===== src/rtl/univ_shift_reg_if.sv =====
// univ_shift_reg_if: command, serial and status signals of the universal shift register
interface univ_shift_reg_if #(
  parameter int WIDTH = 8,
  parameter int AW = $clog2(WIDTH)
);
  logic             en;
  logic [2:0]       mode;
  logic [WIDTH-1:0] data;
  logic             sin_r;
  logic             sin_l;
  logic             start;
  logic [AW-1:0]    amount;
  logic [WIDTH-1:0] q;
  logic             sout_l;
  logic             sout_r;
  logic             busy;
  logic             done;
  modport master (
    output en, mode, data, sin_r, sin_l, start, amount,
    input  q, sout_l, sout_r, busy, done
  );
  modport slave (
    input  en, mode, data, sin_r, sin_l, start, amount,
    output q, sout_l, sout_r, busy, done
  );
endinterface


===== src/rtl/univ_shift_reg.sv =====
// univ_shift_reg: universal shift register with single-step ops and multi-step bursts
module univ_shift_reg #(
  parameter int WIDTH = 8,
  parameter int AW = $clog2(WIDTH)
) (
  input logic clk,
  input logic rst,
  univ_shift_reg_if.slave bus
);
  logic [WIDTH-1:0] r_q;
  logic             r_busy;
  logic             r_done;
  logic [AW-1:0]    r_cnt;
  logic [2:0]       r_mode;
  logic [2:0]       w_mode;
  logic [WIDTH-1:0] w_next;
  logic             w_shift;
  logic             w_long;
  always_comb begin
    w_mode  = r_busy ? r_mode : bus.mode;
    w_next  = r_q;
    case (w_mode)
      3'b001:  w_next = bus.data;
      3'b010:  w_next = {r_q[WIDTH-2:0], bus.sin_r};
      3'b011:  w_next = {bus.sin_l, r_q[WIDTH-1:1]};
      3'b100:  w_next = {r_q[WIDTH-2:0], r_q[WIDTH-1]};
      3'b101:  w_next = {r_q[0], r_q[WIDTH-1:1]};
      3'b110:  w_next = {r_q[WIDTH-1], r_q[WIDTH-1:1]};
      3'b111:  w_next = '0;
      default: w_next = r_q;
    endcase
    w_shift = (bus.mode >= 3'b010) && (bus.mode <= 3'b110);
    w_long  = w_shift && (bus.amount > AW'(1));
  end
  // the counter holds steps still to go after the current edge; the last one raises done
  always_ff @(posedge clk) begin
    if (rst) begin
      r_q    <= '0;
      r_busy <= 1'b0;
      r_done <= 1'b0;
      r_cnt  <= '0;
      r_mode <= 3'b000;
    end else if (r_busy) begin
      r_q    <= w_next;
      r_cnt  <= r_cnt - 1'b1;
      r_busy <= r_cnt != AW'(1);
      r_done <= r_cnt == AW'(1);
    end else if (bus.start) begin
      r_q    <= (w_shift && bus.amount == '0) ? r_q : w_next;
      r_mode <= bus.mode;
      r_cnt  <= w_long ? bus.amount - 1'b1 : '0;
      r_busy <= w_long;
      r_done <= !w_long;
    end else begin
      if (bus.en) r_q <= w_next;
      r_done <= 1'b0;
    end
  end
  assign bus.q      = r_q;
  assign bus.sout_l = r_q[WIDTH-1];
  assign bus.sout_r = r_q[0];
  assign bus.busy   = r_busy;
  assign bus.done   = r_done;
endmodule


===== src/flat_wrapper.sv =====
// flat-port wrapper written by rule: the top's interface ports become plain ports
module univ_shift_reg_flat 
#(
  parameter int WIDTH = 8,
  parameter int AW = $clog2(WIDTH)
)
  (clk, rst, bus_en, bus_mode, bus_data, bus_sin_r, bus_sin_l, bus_start, bus_amount, bus_q, bus_sout_l, bus_sout_r, bus_busy, bus_done);
  univ_shift_reg_if #(.WIDTH(WIDTH), .AW(AW)) bus_i ();
  input logic clk;
  input logic rst;
  input wire logic [$bits(bus_i.en)-1:0] bus_en;
  input wire logic [$bits(bus_i.mode)-1:0] bus_mode;
  input wire logic [$bits(bus_i.data)-1:0] bus_data;
  input wire logic [$bits(bus_i.sin_r)-1:0] bus_sin_r;
  input wire logic [$bits(bus_i.sin_l)-1:0] bus_sin_l;
  input wire logic [$bits(bus_i.start)-1:0] bus_start;
  input wire logic [$bits(bus_i.amount)-1:0] bus_amount;
  output wire logic [$bits(bus_i.q)-1:0] bus_q;
  output wire logic [$bits(bus_i.sout_l)-1:0] bus_sout_l;
  output wire logic [$bits(bus_i.sout_r)-1:0] bus_sout_r;
  output wire logic [$bits(bus_i.busy)-1:0] bus_busy;
  output wire logic [$bits(bus_i.done)-1:0] bus_done;
  assign bus_i.en = bus_en;
  assign bus_i.mode = bus_mode;
  assign bus_i.data = bus_data;
  assign bus_i.sin_r = bus_sin_r;
  assign bus_i.sin_l = bus_sin_l;
  assign bus_i.start = bus_start;
  assign bus_i.amount = bus_amount;
  assign bus_q = bus_i.q;
  assign bus_sout_l = bus_i.sout_l;
  assign bus_sout_r = bus_i.sout_r;
  assign bus_busy = bus_i.busy;
  assign bus_done = bus_i.done;
  univ_shift_reg #(.WIDTH(WIDTH), .AW(AW)) u_core (.clk(clk), .rst(rst), .bus(bus_i));
endmodule

===== config.mk =====
export PLATFORM = sky130hd
export DESIGN_NAME = univ_shift_reg_flat
export DESIGN_NICKNAME = d
export VERILOG_FILES = /design/src/rtl/univ_shift_reg_if.sv /design/src/rtl/univ_shift_reg.sv /design/src/flat_wrapper.sv
export SDC_FILE = /design/constraint.sdc
export NUM_CORES = 1
export LEC_CHECK = 0
export ABC_AREA = 1
export CAP_MARGIN = 20
export CORE_UTILIZATION = 50
export CTS_BUF_LIST = sky130_fd_sc_hd__clkbuf_8
export DETAILED_ROUTE_END_ITERATION = 8
export PLACE_DENSITY = 0.79
export SYNTH_ARGS = -nofsm -noshare
export SYNTH_HDL_FRONTEND = slang
export SYNTH_SLANG_ARGS = --single-unit
export TNS_END_PERCENT = 5

===== constraint.sdc =====
create_clock -name clk -period 1.81 [get_ports clk]
set_input_delay 0.181 -clock clk [delete_from_list [all_inputs] [get_ports clk]]
set_output_delay 0.181 -clock clk [all_outputs]
set_load 0.1 [all_outputs]

* After elaboration in Yosys (flattened, before gate mapping)
Cells that the tools add are included.
** Storage, ports and cells
- Memories :: 0
- Memory bits (writable) :: 0
- Bits in latches :: 0
- Memory bits (read-only) :: 0
- Register bits :: 16
** Cells by class
- Multipliers :: 0
- Mux-type cells :: 13
- Reductions and logical operators :: 9
- Add/subtract/negate cells :: 2
- Div/mod/pow operators :: 0
- Bitwise operators :: 1
- Shift-type cells :: 0
- Order comparisons :: 3
- Eq/ne operators :: 10
** Operators with widths (number)
- $pmux W8 S7 :: 1
- $mux W8 :: 4
- $eq A3 B3 Y1 const B :: 4
- $mux W3 :: 4
- $eq A3 B1 Y1 const B :: 2
- $eq A3 B2 Y1 const B :: 2
- $sub A3 B1 Y3 const B :: 2
- $mux W1 :: 4
- $reduce_and A2 Y1 :: 2
- $ge A3 B2 Y1 const B :: 1
- $gt A3 B1 Y1 const B :: 1
- $le A3 B3 Y1 const B :: 1
- $logic_and A1 B1 Y1 :: 3
- $logic_not A3 Y1 :: 1
- $ne A3 B1 Y1 const B :: 1
- $ne A3 B2 Y1 const B :: 1
- $reduce_bool A3 Y1 :: 1
- $reduce_bool A2 Y1 :: 1
- $logic_not A1 Y1 :: 1
- $not A1 Y1 :: 1

* Logic depth before layout (Yosys ltp)
- Word-level depth :: 6
- Gate-level depth with buffers :: 10
- Mapped depth without buffers :: 10

* Least setup slack after synthesis
No wires, ideal clock.
- Kind :: flip-flop to flip-flop
- From :: reg u_core.r_busy (netlist: u_core.bus.busy)
- To :: reg u_core.r_q[6] (netlist: u_core.bus.q[6])
- Setup time :: 0.070 ns
- Arrival time :: 2.005 ns
- Stages on the path, launching flop included :: 11
- Clock period less this slack :: 2.075 ns
- Slack :: -0.265 ns
- Cell sequence :: dfxtp_1 -> inv_2 -> nand2_1 -> nand2_4 -> nor2_4 -> nand2_1 -> nand3_2 -> nand2_1 -> nand2_1 -> nand2_1 -> a21oi_2
** Between the ends
- Cells in the longest elaborated chain, start to end :: 6
- Elaborated cells on any way between the ends :: 16
- Classes of those cells :: eq/ne (8); mux (6); reduce/logical (2)
** Ends and longest elaborated chain
- start: declaration :: line univ_shift_reg.sv:11 : logic r_busy;
- start signal: assignment :: line univ_shift_reg.sv:52 : r_busy <= w_long;
- $mux W3 :: line univ_shift_reg.sv:20 : w_mode = r_busy ? r_mode : bus.mode;
- $eq A3 B3 Y1 (tied with other cells) :: line univ_shift_reg.sv:22 : case (w_mode)
- $pmux W8 S7 :: line univ_shift_reg.sv:22
- $mux W8, on equally long branches :: line univ_shift_reg.sv:55, univ_shift_reg.sv:49
- $mux W8 :: line univ_shift_reg.sv:48 : end else if (bus.start) begin
- $mux W8 :: line univ_shift_reg.sv:43 : end else if (r_busy) begin
- end signal: assignment :: line univ_shift_reg.sv:44 : r_q <= w_next;
- end signal: assignment :: line univ_shift_reg.sv:49 : r_q <= (w_shift && bus.amount == '0) ? r_q : w_next;
- end signal: assignment :: line univ_shift_reg.sv:55 : if (bus.en) r_q <= w_next;
- end: declaration :: line univ_shift_reg.sv:10 : logic [WIDTH-1:0] r_q;
Several ways; a longest one is shown, not always the timed one. The select of a mux whose other input is x is not followed.
A chain may end at the register's enable or synchronous reset.

* Worst setup path in the final report
- From :: reg u_core.r_busy (netlist: u_core.bus.busy)
- To :: reg u_core.r_q[5] (netlist: u_core.bus.q[5])
Same word-level chain as after synthesis.

==> impl_metrics.csv <==
group,metric,value,unit
min_path,hold_class,"flip-flop to flip-flop",
worst_setup_path,r2r_slack,0.22,ns
clock_network,root_buffer,"clkbuf_8",
worst_setup_path,crit_path_end_kind,"flip-flop",
worst_setup_path,cp_cell_sequence,"inv_2 > nand2_1 > nand2_4 > nor2_4 > inv_2 > nor2_1 > nor2_2 > nand2_1 > a21oi_2",
global_routing,antenna_found_initial,0,
synth,synth_most_common_cell,"nand2_1",
routing,finalWirelength,3.02,mm
placement,post-place-ws,0.0622,ns
sta,rsz0062_at_grt,"false",
clock_network,cts_tree,"yes",
worst_setup_path,worst_ep_arrival_time,1.74,ns
global_routing,grt_first_pass_wirelength,5.02,mm
job,max-cap-violations,0,
layout,final_nets,243,
worst_setup_path,worstSetupPathType,"flip-flop to flip-flop",
floorplan,die-area,2680,um^2
synth,synthMuxAreaShare,0,
routing,viasPerCell,5.04,
routing,drtAntennaViolNets,0,
clock_network,postCtsHoldBufs,0,
layout,areaGrowthSynthToFinish,29.2,%
routing,vias,1236,
worst_setup_path,r2r_end,"u_core.bus.q[5]",
synth,synth_compound_area_frac,0.154,
synth,synth_top_area_frac,0.258,
floorplan,start_util,0.545,
routing,drc,0,
global_routing,grt_pass1_vias,1132,
worst_setup_path,path_max_fanout,11,
placement,port-buffer-count,31,
routing,wl_per_cell,12.3,um
worst_setup_path,cp-endpoint,"u_core.bus.q[5]",
clock_network,cts_buffers,3,
worst_setup_path,slowest_stage,"dfxtp_2",
worst_setup_path,r2r_start,"u_core.bus.busy",
synth,yosys_warnings,0,
clock_network,cts.sinks,16,
synth,synth_area,1240,um^2
sta,period_minus_slack,1.59,ns
power,p_per_area,878,nW/um^2
synth,synthAdderAreaFrac,0.0505,
power,p_total,0.00141,W
synth,synth_xor_area_frac,0.00706,
synth,yosys_most_used_dff,"dfxtp_1",
power,p_leak,0.722,nW
worst_setup_path,startpoint,"u_core.bus.busy",
power,vdd_drop_max,0.624,mV
synth,synth_edf_count,0,
routing,drt_iter0_drc,21,
sta,slew_headroom,0.737,
global_routing,grt_overflow,0,
synth,synth_nets,209,
synth,ys_seq_area_frac,0.258,
clock_network,ctsResizeCount,0,
placement,globalplace.congestion,0.821,
sta,setup_slack,0.218,ns
sta,setup_violations,0,
floorplan,ioPinCount,32,
worst_setup_path,worstPathRequired,1.96,ns
worst_setup_path,cp_top_family,"simple AND/OR/NAND/NOR gates",
clock_network,clk_latency,0.25,ns
global_routing,grt_max_degree,15,
worst_setup_path,cpPeakStageDelay,0.48,ns
sta,hold_violations,0,
worst_setup_path,crit_buf_inv,2,
synth,ys_types,27,
layout,layout-drive-gt1-share,0.244,
synth,ys_seq_elements,16,
floorplan,core,2280,um^2
layout,final_util,0.704,
sta,slew_viol_final,0,
floorplan,fp-row-count,17,
sta,worstMarginPinSlew,0.391,ns
routing,firstDrtPassIters,4,
floorplan,die_x,51.8,um
global_routing,grt_use_total,0.252,
clock_network,cts-htree-levels,1,
worst_setup_path,cp-start-kind,"flip-flop",
clock_network,clk_pin_slew,0.07,ns
floorplan,die_h,51.8,um
clock_network,cts.path.max_buffers,2,
worst_setup_path,r2r_cells,9,
synth,synth_cells,184,
layout,fillerInstances,195,
synth,synthSimpleGateAreaFrac,0.426,
synth,synth_top_area_cell,"dfxtp_1",
synth,async_flop_share,0,
synth,ys_top_cells_by_area,"dfxtp_1 (26%), nand2_1 (15%), nor2_1 (6.4%), a21oi_2 (5.7%), inv_1 (5.4%)",
placement,dpl.hpwl,2.34,mm
outcome,status,"finished clean",
layout,multi_input_area,791,um^2
synth,syn_avg_cell_area,6.74,um^2
layout,antennaDiodeCount,0,
sta,fin_crit_sh,0.880,
clock_network,post_cts_buffers,0,
sta,setup_tns,0,ns
synth,synthTopCellsByCount,"nand2_1 (50), nor2_1 (21), inv_1 (18)",
sta,fmax,628,MHz
layout,area.sequential,322,um^2
worst_setup_path,critical_path_depth,9,
synth,synth_top_family_by_area,"simple AND/OR/NAND/NOR gates",
sta,skew,0.00104,ns
layer usage:
metal  routed length [um]  global-route usage
met1                 1480               0.335
met2                 1420               0.431
met4                   31              0.0811
met3                   89              0.0175
met5                    0                   0
how the worst min path moves through the flow:
stage	from	endpoint	slack, ns	depth (start not counted)
final	u_core.r_mode[1]	u_core.r_mode[1]	0.48	2
after global routing	u_core.r_mode[0]	u_core.r_mode[0]	0.52	2
after CTS	u_core.r_mode[1]	u_core.r_mode[1]	0.48	2
after detailed placement	u_core.r_mode[1]	u_core.r_mode[1]	0.47	2
after global placement	u_core.r_mode[1]	u_core.r_mode[1]	0.46	2
after floorplan	rst	u_core.bus.done	0.26	1
power by group:
group	switching, W	total, W	internal, W	leakage [nW]
Combinational	0.000449	0.000640	0.000191	0.562
Sequential	0.0000417	0.000432	0.000391	0.132
Clock	0.000140	0.000334	0.000193	0.0288
Total	0.000631	0.00141	0.000775	0.722
layout make-up:
class	instances	share of cell area
Multi-Input combinational cell	142	0.494
Timing Repair Buffer	34	0.197
Inverter	21	0.0523
Tap cell	28	0.0219
Clock buffer	4	0.0344
Sequential cell	16	0.201
cell usage in the layout (no fill, tap or decap), types with 2 or more instances in the layout:
cell type and count:
nand2_1 50, nor2_1 21, clkdlybuf4s50_1 19, inv_1 18, dfxtp_1 15, buf_4 14, a21oi_1 13, nand3_1 10
a21oi_2 8, o21ai_0 6, nor2_2 6, ha_1 5, nor2_4 4, nand2_2 4, nand2_4 4, clkbuf_8 4
nand3_2 3, a31oi_1 2, inv_2 2
cells by family after synthesis:
group / after synthesis
xor+xnor: 1
buf+inv: 26
fa+ha+maj: 5
simple gates: 105
compound gates: 31
flops: 16
state kept, by name, summed over array words and instances (netlist names):
name             flops
u_core.bus.q         8
u_core.r_cnt         3
u_core.bus.done      1
u_core.bus.busy      1
u_core.r_mode        3
worst min-delay path, delay by kind of cell, from the launching register on:
kind            cells  cell delay (ns)
flops               1             0.31
compound gates      1             0.06
buf+inv             1             0.07
per-stage QoR:
stage / hold slack (ns) / instances / cell area [um^2]
after CTS: 0.478 / 245 / 1600
after floorplan: 0.260 / 184 / 1240
after global routing: 0.521 / 245 / 1600
after global placement: 0.461 / 241 / 1550
after detailed placement: 0.466 / 241 / 1550
final: 0.479 / 245 / 1600
(Power assumes the default switching activity.)
==> RTL change 1 (same flow settings) <==
Reset style: asynchronous (`rst`), changed in one clocked block.
--- a/src/rtl/univ_shift_reg.sv
+++ b/src/rtl/univ_shift_reg.sv
@@ -33,7 +33,7 @@
     w_long  = w_shift && (bus.amount > AW'(1));
   end
   // the counter holds steps still to go after the current edge; the last one raises done
-  always_ff @(posedge clk) begin
+  always_ff @(posedge clk or posedge rst) begin
     if (rst) begin
       r_q    <= '0;
       r_busy <= 1'b0;
Formal check against the unedited RTL: differs if rst is asserted again (counterexample within 4 cycles, from zero or initial values and one cycle with rst high); with rst held inactive, the same outputs for 10 cycles.
==> RTL change 1 against the original RTL <==
- final area fell by 1.6%
- wire length fell by 10%
- area after synthesis fell by 0.71%
- worst setup slack got worse by 0.040 ns
- synthesized cell count fell by 3.3%
- non-clock buffer count fell by 2
- die area fell by 0.69%
- highest routed layer unchanged
- sequential cell count did not move
Power is left out: the tool's default activity adds up to more than one toggle a clock period on the data nets, which glitch-free logic cannot reach.
==> RTL change 1: results (changes against the original RTL) <==
RePlAce Congestion=0.8109 (-1.2%); Worst R2R End=u_core.bus.q[4]; met2 GRT Util=0.4048 (-0.02597); placed inst area=1530 um^2 (-1.1%); Least-Margin Pin Slew=0.6052 ns (+0.2141 ns); status=complete, no violations; met3 usage in global routing=0.02632 (+0.008772); Synth Area in Compound Gates=0.08740 (-0.06699); number of nets in the finished design=236 (-2.9%); top cells by count, synth=sky130_fd_sc_hd__nand2_1, sky130_fd_sc_hd__nor2_1, sky130_fd_sc_hd__dfrtp_1; reg-to-reg startpoint=u_core.bus.busy; final hold slack=0.2974 ns (-0.1816 ns); share of final-layout standard cells stronger than drive strength 1=0.1952 (-0.04900); DP Worst Slack=0.1091 ns (+0.04683 ns); via count of the first global-routing pass=1142 (+0.88%); Clock Skews=0.003676 ns (+0.002633 ns); number of library cell types mapped by synthesis=25 (-7.4%); Hold WC Path Type=in -> async; shortest clock period the worst path allows after layout=1.632 ns (+0.04045 ns); violation count after the first detailed-route iteration=33 (+57%); layout filler cell count=210 (+7.7%); GRT met1 Usage=0.2936 (-0.04095); Adder-Cell Fraction of Synth Area=0.05081 (+0.0003589); share of the synthesized area in the top cell type=0.3252 (+0.06688); total detailed-routing wirelength=2713 um (-10%); pin count of the biggest net entering global routing=17 (+2); All-Layer GR Usage=0.2306 (-0.02137); global-route wire length before repair=4692 um (-6.5%); Post-DP HPWL=2093 um (-11%); portion of the post-synthesis area used by sequential elements=0.3252 (+0.06688); end point of the critical path=u_core.bus.q[4]
-- RTL change 1: cell count changes after synthesis, moves of 2 or more --
cell and change:
sky130_fd_sc_hd__nand4_1 +2, sky130_fd_sc_hd__nand2_4 -2, sky130_fd_sc_hd__a21oi_2 -8, sky130_fd_sc_hd__dfrtp_1 +16, sky130_fd_sc_hd__inv_1 -3, sky130_fd_sc_hd__nor2_4 -2, sky130_fd_sc_hd__a21oi_1 -2, sky130_fd_sc_hd__dfxtp_1 -16
sky130_fd_sc_hd__nand2_1 +11
-- RTL change 1: per-stage QoR --
stage,std cells,util
floorplan,178,-
global placement,234,0.6723
detailed placement,234,0.6723
CTS,238,0.6921
global route,238,0.6921
finish,238,0.6921
-- RTL change 1: cell type report --
type | instances | area share
multi-input combinational | 139 | 0.4551
clock buffer | 3 | 0.02621
tap | 28 | 0.02224
clock inverter | 1 | 0.002383
inverter | 19 | 0.04845
timing repair buffer | 32 | 0.1906
sequential | 16 | 0.2550
-- RTL change 1: cell families (layout without fill, tap and decap cells) --
kind of cell	after synthesis	in the layout
DFF	16	16
AOI/OAI and AO/OA	20	20
buffers and inverters	23	55
xor gates and xnor gates	2	2
and+or+nand+nor	112	112
adders and majority gates	5	5
-- RTL change 1: critical path: stages (launching register included) --
cell,delay (ns)
sky130_fd_sc_hd__dfrtp_2,0.51
sky130_fd_sc_hd__inv_2,0.14
sky130_fd_sc_hd__nand2_1,0.12
sky130_fd_sc_hd__nand2_4,0.08
sky130_fd_sc_hd__nor2_4,0.22
sky130_fd_sc_hd__inv_2,0.13
sky130_fd_sc_hd__nor2_1,0.13
sky130_fd_sc_hd__nor2_2,0.05
sky130_fd_sc_hd__nand2_1,0.07
sky130_fd_sc_hd__nand2_1,0.05
-- RTL change 1: per-layer routing --
| metal | up-vias | wire, um |
|---|---|---|
| met5 | - | 0 |
| met4 | 0 | 36 |
| met2 | 26 | 1338 |
| met1 | 554 | 1226 |
| met3 | 5 | 112 |
| li1 | 622 | - |
-- RTL change 1: worst min path at each step --
stage | start | endpoint | cells after the start
floorplan | rst | u_core.bus.done | 1
global placement | u_core.r_cnt[1] | u_core.r_cnt[1] | 2
detailed placement | u_core.bus.q[2] | u_core.bus.q[2] | 2
CTS | rst | u_core.bus.done | 2
global route | rst | u_core.bus.done | 2
finish | rst | u_core.bus.done | 2
==> RTL change 2 (same settings) <==
Without the edit above. `WIDTH` is set to 8 in 3 places; all go to 16.
--- a/src/rtl/univ_shift_reg_if.sv
+++ b/src/rtl/univ_shift_reg_if.sv
@@ -1,6 +1,6 @@
 // univ_shift_reg_if: command, serial and status signals of the universal shift register
 interface univ_shift_reg_if #(
-  parameter int WIDTH = 8,
+  parameter int WIDTH = 16,
   parameter int AW = $clog2(WIDTH)
 );
   logic             en;
--- a/src/rtl/univ_shift_reg.sv
+++ b/src/rtl/univ_shift_reg.sv
@@ -1,6 +1,6 @@
 // univ_shift_reg: universal shift register with single-step ops and multi-step bursts
 module univ_shift_reg #(
-  parameter int WIDTH = 8,
+  parameter int WIDTH = 16,
   parameter int AW = $clog2(WIDTH)
 ) (
   input logic clk,
--- a/src/flat_wrapper.sv
+++ b/src/flat_wrapper.sv
@@ -1,7 +1,7 @@
 // flat-port wrapper written by rule: the top's interface ports become plain ports
 module univ_shift_reg_flat 
 #(
-  parameter int WIDTH = 8,
+  parameter int WIDTH = 16,
   parameter int AW = $clog2(WIDTH)
 )
   (clk, rst, bus_en, bus_mode, bus_data, bus_sin_r, bus_sin_l, bus_start, bus_amount, bus_q, bus_sout_l, bus_sout_r, bus_busy, bus_done);
Interface: changed (resized bus_amount, bus_data and bus_q); port bits go from 32 to 49. The function was not compared with the original's and may differ.
==> RTL change 2 against the original RTL <==
- via count rose by 48%
- sequential cell count is 9 higher
- die area is 38% higher
- clock power is 6.6% higher
- worst setup slack worse by 0.0045 ns
- total power grew 43%
- final area grew 41%
- wire length up 35%
- area after synthesis grew 40%
- largest power group unchanged
- highest routed layer unchanged
==> RTL change 2: results (changes against the original RTL) <==
leading post-synthesis cells by cell area=sky130_fd_sc_hd__dfxtp_1, sky130_fd_sc_hd__nand2_1, sky130_fd_sc_hd__a21oi_1, sky130_fd_sc_hd__nor2_1, sky130_fd_sc_hd__inv_1; via count=1833 (+48%); Clock Skews=0.009997 ns (+0.008954 ns); latest clock arrival within the worst-skew pair=0.28 ns (+0.03 ns); Post-DP HPWL=2969 um (+27%); multi-input combinational gate total=214 (+51%); Layout non-clock buf frac=0.2313 (+0.03445); status=complete, no violations; biggest fanout along the worst timing path=30 (+19); area of the die=3703 um^2 (+38%); count of plain and timing-repair buffers=57 (+68%); Mapped Nets=311 (+49%); count of input and output buffers=48 (+55%); CTS clock-pin slew for the worst setup and hold paths=0.10 ns (+0.03 ns); layout filler cell count=316 (+62%); fraction of area in multi-input gates=0.4555 (-0.03830); Least-Margin Pin Slew=0.3043 ns (-0.08681 ns); Synth Area in Compound Gates=0.1611 (+0.006738); number of standard cells after synthesis=278 (+51%); Adder-Cell Fraction of Synth Area=0.02890 (-0.02155); critical path arrival=1.82 ns (+0.08 ns); number of nets in the finished design=360 (+48%); TritonCTS Sinks=25 (+9); maximum ir drop on the vdd rail=382.7 uV (-39%); RePlAce Congestion=0.8382 (+2.1%); violation count after the first detailed-route iteration=127 (+500%); Critical Path Source=bus_amount[1]; portion of the post-synthesis area used by sequential elements=0.2890 (+0.03069); Inverters=26 (+24%); leakage power=0.001038 uW (+44%); placed inst area=2212 um^2 (+43%); end point of the critical path=u_core.bus.q[1]; placed cells=368 (+53%); reg-to-reg setup timing slack=0.25 ns (+0.03 ns); All-Layer GR Usage=0.2391 (-0.01287); power density cells=886.2 nW/um^2 (+0.97%); top cells by count, synth=sky130_fd_sc_hd__nand2_1, sky130_fd_sc_hd__nor2_1, sky130_fd_sc_hd__a21oi_1; Crit path max-delay family=buffers and inverters; pin count of the biggest net entering global routing=31 (+16); post-detailed-route via-to-cell ratio=4.927 (-2.3%); parity-gate share of the synthesized area counting xor and xnor cells=0.005058 (-0.002006)
[RTL change 2: layer usage]
metal | wire length [um] | vias to the layer above | GRT usage
met5 | 0 | - | 0
met4 | 29 | 0 | 0.05844
met3 | 151 | 4 | 0.02132
met2 | 1852 | 44 | 0.3987
met1 | 2031 | 809 | 0.3338
li1 | - | 976 | -
[RTL change 2: worst reg2reg max path, stage by stage (launching register included)]
cell,delay [ns]
sky130_fd_sc_hd__dfxtp_2,0.35
sky130_fd_sc_hd__buf_4,0.15
sky130_fd_sc_hd__nand2_1,0.08
sky130_fd_sc_hd__nand2_2,0.13
sky130_fd_sc_hd__nor2_4,0.30
sky130_fd_sc_hd__inv_4,0.15
sky130_fd_sc_hd__nor2_1,0.14
sky130_fd_sc_hd__nor2_1,0.06
sky130_fd_sc_hd__nand2_1,0.06
sky130_fd_sc_hd__a21oi_1,0.05
[RTL change 2: power by group]
part	switching, uW	internal [uW]
Clock	200	156
Sequential	60.1	612
Combinational	691	285
